`config.mk`:
```
export PLATFORM = sky130hd
export DESIGN_NAME = cpx_accumulate_dump
export DESIGN_NICKNAME = d
export VERILOG_FILES = /design/src/rtl/cpx_accumulate_dump.sv
export SDC_FILE = /design/constraint.sdc
export NUM_CORES = 1
export LEC_CHECK = 0
export CAP_MARGIN = 10
export CORE_MARGIN = 2
export CORE_UTILIZATION = 35
export CTS_CLUSTER_DIAMETER = 60
export CTS_CLUSTER_SIZE = 12
export DETAILED_ROUTE_END_ITERATION = 10
export MAX_ROUTING_LAYER = met4
export PLACE_DENSITY = 0.6
export REMOVE_ABC_BUFFERS = 1
export SLEW_MARGIN = 10
export SYNTH_ARGS = -nofsm -noshare
export SYNTH_HDL_FRONTEND = slang
export SYNTH_SLANG_ARGS = --single-unit
export TNS_END_PERCENT = 1
```
`constraint.sdc`:
```
create_clock -name clk -period 2.9 [get_ports clk]
set_clock_uncertainty 0.1 [all_clocks]
set_input_delay 0.29 -clock clk [delete_from_list [all_inputs] [get_ports clk]]
set_output_delay 0.29 -clock clk [all_outputs]
set_load 0.01 [all_outputs]
```
`src/rtl/cpx_accumulate_dump.sv`:
```
// cpx_accumulate_dump: complex integrate-and-dump.
// Sums LENGTH accepted I/Q products per frame and emits one full-precision
// complex sum per frame over a valid/ready handshake.
// Optional: define CPX_ACCUM_MAG_EN to add mag_out = |i_sum| + |q_sum|.
module cpx_accumulate_dump #(
  parameter int I_BITS     = 25,
  parameter int Q_BITS     = 25,
  parameter int LENGTH     = 8,
  parameter int I_ACC_BITS = I_BITS + $clog2(LENGTH),
  parameter int Q_ACC_BITS = Q_BITS + $clog2(LENGTH)
`ifdef CPX_ACCUM_MAG_EN
  ,
  parameter int MAG_BITS   = ((I_ACC_BITS > Q_ACC_BITS) ? I_ACC_BITS : Q_ACC_BITS) + 1
`endif
) (
  input  logic                         clk,
  input  logic                         reset,
  input  logic signed [I_BITS-1:0]     i_in,
  input  logic signed [Q_BITS-1:0]     q_in,
  input  logic                         m_axis_tvalid,
  output logic                         m_axis_tready,
  output logic signed [I_ACC_BITS-1:0] i_out,
  output logic signed [Q_ACC_BITS-1:0] q_out,
`ifdef CPX_ACCUM_MAG_EN
  output logic [MAG_BITS-1:0]          mag_out,
`endif
  output logic                         s_axis_tvalid,
  input  logic                         s_axis_tready
);

  // count needs at least one bit even when LENGTH == 1
  localparam int CNT_W = (LENGTH > 1) ? $clog2(LENGTH) : 1;
  localparam logic [CNT_W-1:0] LAST_CNT = CNT_W'(LENGTH - 1);

  typedef enum logic {ST_ACCUM, ST_LAST} state_t;
  // a one-beat frame is always on its final beat
  localparam state_t ST_RESET = (LENGTH == 1) ? ST_LAST : ST_ACCUM;

  state_t                        state_q, state_d;
  logic [CNT_W-1:0]              count_q, count_d;
  logic signed [I_ACC_BITS-1:0]  acc_i_q, acc_i_d;
  logic signed [Q_ACC_BITS-1:0]  acc_q_q, acc_q_d;
  logic signed [I_ACC_BITS-1:0]  i_out_q, i_out_d;
  logic signed [Q_ACC_BITS-1:0]  q_out_q, q_out_d;
  logic                          vld_q, vld_d;
  logic signed [I_ACC_BITS-1:0]  i_ext, sum_i;
  logic signed [Q_ACC_BITS-1:0]  q_ext, sum_q;
  logic                          accept;

`ifdef CPX_ACCUM_MAG_EN
  logic [MAG_BITS-1:0] mag_q, mag_d;

  // Extra top bit lets |most negative| be represented exactly.
  function automatic logic [MAG_BITS-1:0] abs_ext(input logic signed [MAG_BITS-1:0] v);
    return v[MAG_BITS-1] ? -v : v;
  endfunction
`endif

  // Sign-extend the products; accumulator width covers LENGTH worst-case beats.
  assign i_ext = I_ACC_BITS'(i_in);
  assign q_ext = Q_ACC_BITS'(q_in);
  assign sum_i = acc_i_q + i_ext;
  assign sum_q = acc_q_q + q_ext;

  // Stall only the final beat of a frame while the previous sum is still unconsumed.
  assign m_axis_tready = !(state_q == ST_LAST && vld_q && !s_axis_tready);
  assign accept        = m_axis_tvalid && m_axis_tready;

  assign i_out         = i_out_q;
  assign q_out         = q_out_q;
  assign s_axis_tvalid = vld_q;
`ifdef CPX_ACCUM_MAG_EN
  assign mag_out       = mag_q;
`endif

  // Next-state: accumulate on ACCUM beats, dump on the LAST beat.
  always_comb begin
    state_d = state_q;
    count_d = count_q;
    acc_i_d = acc_i_q;
    acc_q_d = acc_q_q;
    i_out_d = i_out_q;
    q_out_d = q_out_q;
    vld_d   = vld_q && !s_axis_tready;
`ifdef CPX_ACCUM_MAG_EN
    mag_d   = mag_q;
`endif
    if (accept) begin
      if (state_q == ST_LAST) begin
        // a new load on the same edge as a consume keeps valid high
        i_out_d = sum_i;
        q_out_d = sum_q;
        vld_d   = 1'b1;
`ifdef CPX_ACCUM_MAG_EN
        mag_d   = abs_ext(MAG_BITS'(sum_i)) + abs_ext(MAG_BITS'(sum_q));
`endif
        acc_i_d = '0;
        acc_q_d = '0;
        count_d = '0;
        state_d = ST_RESET;
      end else begin
        acc_i_d = sum_i;
        acc_q_d = sum_q;
        count_d = count_q + CNT_W'(1);
        state_d = (count_d == LAST_CNT) ? ST_LAST : ST_ACCUM;
      end
    end
  end

  // State registers; reset wins over a simultaneous accept and drops any pending sum.
  always_ff @(posedge clk) begin
    if (reset) begin
      state_q <= ST_RESET;
      count_q <= '0;
      acc_i_q <= '0;
      acc_q_q <= '0;
      i_out_q <= '0;
      q_out_q <= '0;
      vld_q   <= 1'b0;
`ifdef CPX_ACCUM_MAG_EN
      mag_q   <= '0;
`endif
    end else begin
      state_q <= state_d;
      count_q <= count_d;
      acc_i_q <= acc_i_d;
      acc_q_q <= acc_q_d;
      i_out_q <= i_out_d;
      q_out_q <= q_out_d;
      vld_q   <= vld_d;
`ifdef CPX_ACCUM_MAG_EN
      mag_q   <= mag_d;
`endif
    end
  end

endmodule
```
# Yosys cells after proc, flatten, opt, wreduce, memory -nomap -nowiden
# Index checks and enable logic that the tools add are counted.
dict set report classes {
  add_sub_neg 3
  n_eq_ne 1
  muxes 7
  reduce_logical 7
}
# cell count
set ops {}
lappend ops {{$add A28 B25 Y28} 2}
lappend ops {{$mux W28} 2}
lappend ops {{$logic_and A1 B1 Y1} 4}
lappend ops {{$mux W1} 4}
lappend ops {{$add A3 B1 Y3 const B} 1}
lappend ops {{$eq A3 B3 Y1 const B} 1}
lappend ops {{$mux W3} 1}
lappend ops {{$logic_not A1 Y1} 2}
lappend ops {{$reduce_and A2 Y1} 1}
dict set report word_totals {
  reg_bits 117
  in_bits 54
  output_inout_bits 58
  word_cells 25
}

# Logic depth before layout (Yosys ltp)
dict set report depth {
  ltp_word 5
  depth_mapped 12
  depth_no_buf 12
}

# Least setup slack after synthesis
# No wires, ideal clock.
dict set report synth_timing {
  path_type {register -> register}
  from {register acc_q_q[0]}
  to {register q_out_q[24] (netlist: q_out[24])}
  setup_time_ns 0.062
  arrival_time_ns 2.567
  required_ns 2.738
  path_slack_ns 0.171
  path_stages_with_launch 13
  n_path_buf 0
  period_less_slack_ns 2.729
  path_cell_list {dfxtp_1 -> ha_1 -> inv_1 -> fa_1 -> nor2b_1 -> o21ai_1 -> a31oi_1 -> a221o_2 -> a31oi_2 -> o31ai_4 -> a31oi_2 -> or4_1 -> nand3_1}
}
dict set report synth_between {
  elab_chain_len 1
}
# item line_no
set synth_rtl {}
lappend synth_rtl {{start, declared} 42} ;# logic signed [Q_ACC_BITS-1:0] acc_q_q, acc_q_d;
lappend synth_rtl {{start signal, assigned} 127} ;# acc_q_q <= acc_q_d;
lappend synth_rtl {{$add A28 B25 Y28} 63} ;# assign sum_q = acc_q_q + q_ext;
lappend synth_rtl {{end signal, assigned} 129} ;# q_out_q <= q_out_d;
lappend synth_rtl {{end, declared} 44} ;# logic signed [Q_ACC_BITS-1:0] q_out_q, q_out_d;
# No other way between the ends.
# A chain may end at the register's enable or synchronous reset.

# Worst setup path in the final report
dict set report layout_timing {
  from {input q_in[13]}
  to {register q_out_q[25] (netlist: q_out[25])}
}
dict set report layout_between {
  elab_chain_len 1
}
# item line_no
set layout_rtl {}
lappend layout_rtl {{start, declared} 19} ;# input logic signed [Q_BITS-1:0] q_in,
lappend layout_rtl {{$add A28 B25 Y28} 63}
# No other way between the ends.

==> key figures <==
Outcome
  • Status: finished clean

Power and ir drop
  • Pwr Total: 5.59 mW
  • Leak Pwr: 4.02 nW
  • Max IR drop VDD: 0.356 mV
  • Switching Power: 1.74 mW
  • Net Sw Frac: 31.2%
  • Flop pwr share: 32.1%
  • Comb pwr share: 31.9%
  • Clk network pwr share: 36.0%
  • Pwr Density: 581 mW/mm^2
  • Internal power: 3.84 mW

Global route
  • Initial antenna violation count: 0
  • First-pass GRT wire length: 31000 um
  • Largest net degree at the start of global routing: 95
  • All-layer global routing usage: 19.4%
  • Grt ovf: 0
  • Number of global-route vias before repair: 6319

Routing
  • Post-route ant nets: 0
  • Number of DRC markers in iteration 0: 361
  • Routed length per instance: 14.5 um
  • DRT Wirelength: 18900 um
  • Vias after detailed routing: 6578
  • Vias per cell: 5.06
  • Remaining DRCs: 0
  • Drt pass-1 iters: 5

Clock network
  • Insertion delay to the later sink of the worst-skew pair: 420 ps
  • Number of H-tree levels: 4
  • Clk pin slew, worst setup/hold paths: 60 ps
  • CTS max path bufs: 2
  • Clock Sinks: 117
  • Total CTS buffers: 17
  • Clk root buf: clkbuf_16
  • CTS Hold Buffers Added: 0
  • TritonCTS clock tree: yes

Floorplan
  • Core Area: 0.0193 sq mm
  • Die width: 144 um
  • Die Area: 0.0207 sq mm
  • # IOs: 112
  • Starting Density: 35.5%
  • Die Height: 144 um
  • # rows: 51

Synth
  • Synth unique cells: 67
  • Mapped Area: 0.00686 sq mm
  • Synth Flop Type: dfxtp_1
  • Synth Warn #: 0
  • Number of synthesized flops with an enable pin: 0
  • Number of synthesized register bits: 117
  • Mapped Cells: 833
  • Post-synth ARST share: 0%
  • Syn_area_per_cell: 8.24 sq um
  • Sequential area share after synthesis: 34.1%

Cells and area
  • Most common cell after layout, fill and taps aside: dfxtp_1
  • Fin nets: 1135
  • Antenna cell count: 0
  • Layout cells sized above 1: 16.7%
  • Area grow syn2layout: 40.1%
  • Fin area: 0.00961 sq mm
  • Highest-count cells in the layout ignoring fill and taps: dfxtp_1 (117), clkdlybuf4s50_1 (110), buf_4 (103)

Timing
  • Endpoints failing hold: 0
  • Worst slew margin: 55.8%
  • Worst Tran Pin Value: 663 ps
  • RSZ-0062 raised after global routing: true
  • PnR worst setup slack: 92.7 ps
  • # setup viols final: 0
  • Min Tclk post-route: 2810 ps
  • Min Hold Slack: 125 ps
  • Pins over their slew limit: 0
  • Final TNS setup: 0 ps
  • Max Fclk: 356 MHz
  • Final worst-path cycle share: 96.8%

Worst setup path
  • Worst r2r path cells: 11
  • WP data required: 3170 ps
  • CP Max Fanout: 3
  • Type of origin of the critical path: input pin
  • Setup CP Type: in2reg
  • Crit. End Element: flop
  • Slowest stage delay, CP: 430 ps
  • Crit path cell chain: clkdlybuf4s50_1, ha_1, and3_1, buf_4, a221oi_1, o21ai_1, a31oi_4, a21oi_2, a41o_1, a221o_1, nor4b_2, a211o_1
  • Worst path arrival time: 3070 ps
  • Worst path slowest cell: clkdlybuf4s50_1

Placement
  • Setup WS pre-CTS: -448 ps
  • Post-place instance area: 0.00896 sq mm
  • GPL Wtd Cong: 0.866
  • Post-DP HPWL: 13600 um
  • PortBufs: 111

Job
  • Max_cap viols: 0

Min path
  • Hold crit path type: in2reg
  • Hold Path Depth: 2
## registers in the layout, summed over array words and instances (netlist names)
register	flops
acc_i_q	28
acc_q_q	28
i_out	28
q_out	28
count_q	3
s_axis_tvalid	1
state_q	1
## final cells by class
class	instances	area, sq um
inverters	18	67.6
well taps	265	332
fillers	1878	9720
repair buffers	216	1930
multi-input cells	653	4390
flip-flops and latches	117	2340
clock buffers	22	444
clock inverters	10	108
## worst max-delay path, delay by kind of cell
| kind | cells | cell delay, ps |
|---|---|---|
| simple gates | 2 | 460 |
| fa+ha+maj | 1 | 330 |
| compound gates | 7 | 1440 |
| buf+inv | 2 | 560 |
## logic make-up after synthesis
| kind of cell | after synthesis | share of synthesized area, % |
|---|---|---|
| buffers and inverters | 63 | 3.54 |
| adders and majority gates | 58 | 10.8 |
| and+or+nand+nor | 284 | 19.4 |
| muxes | 3 | 0.438 |
| AOI/OAI and AO/OA | 258 | 25.3 |
| DFF | 117 | 34.1 |
| xor gates and xnor gates | 50 | 6.38 |
## synth_stat cells (4+ instances only)
| cell type | number | area share, % |
|---|---|---|
| dfxtp_1 | 117 | 34 |
| nand2_1 | 103 | 5.6 |
| nor2_1 | 83 | 4.5 |
| a21oi_1 | 82 | 6.0 |
| ha_1 | 56 | 10 |
| clkbuf_1 | 34 | 1.9 |
| o21ai_0 | 33 | 2.4 |
| a21o_1 | 27 | 3.0 |
| a22oi_1 | 26 | 2.8 |
| xnor2_1 | 25 | 3.2 |
| xor2_1 | 25 | 3.2 |
| nor3_1 | 19 | 1.4 |
| inv_1 | 18 | 0.98 |
| a211oi_1 | 17 | 1.9 |
| nand3b_1 | 16 | 1.8 |
| nand3_1 | 12 | 0.88 |
| nand4_1 | 11 | 1.0 |
| nor2b_1 | 8 | 0.73 |
| o21ai_1 | 7 | 0.51 |
| a211o_1 | 6 | 0.77 |
| buf_1 | 6 | 0.33 |
| nand2b_1 | 6 | 0.55 |
| o31ai_1 | 6 | 0.66 |
| a31oi_1 | 5 | 0.46 |
| buf_2 | 5 | 0.36 |
| a22o_1 | 4 | 0.51 |
| and3_1 | 4 | 0.36 |
| o21a_1 | 4 | 0.44 |
| o21bai_1 | 4 | 0.44 |
| o41ai_1 | 4 | 0.51 |
## worst paths after layout
kind,from,end,slack [ps]
setup / recovery,q_in[13],q_out[25],90
hold / removal,reset,acc_i_q[19],130
hold reg to reg,i_out[17],i_out[17],350
setup reg to reg,acc_q_q[13],q_out[25],110
## metrics by stage
stage               util [%]  instances
detailed placement      46.3       1268
global placement        46.3       1268
global route            49.7       1301
floorplan                  -        788
finish                  49.7       1301
CTS                     49.2       1300
## power groups by stage
stage,Combinational [mW],Clock (mW),Sequential [mW]
floorplan,1.10,0,1.81
finish,1.78,2.01,1.79
CTS,1.74,2.06,1.79
global route,1.99,2.13,1.81
detailed placement,1.72,0,1.83
global placement,1.71,0,1.82
## routing by layer
layer  global-route usage [%]  vias up  part of all wire (%)
li1                         -     3401                     -
met1                     25.4     3023                    49
met2                     30.6      133                    46
met3                     3.58       21                   4.2
met4                     5.99        0                   1.5
met5                        -        -                     0
## repair_timing
action,in CTS,in global routing
pin swaps,1,10
buffers inserted,0,1
gates resized for setup,1,19
setup endpoints to repair,5,27
Note: power is estimated with default switching activity, not from simulation.
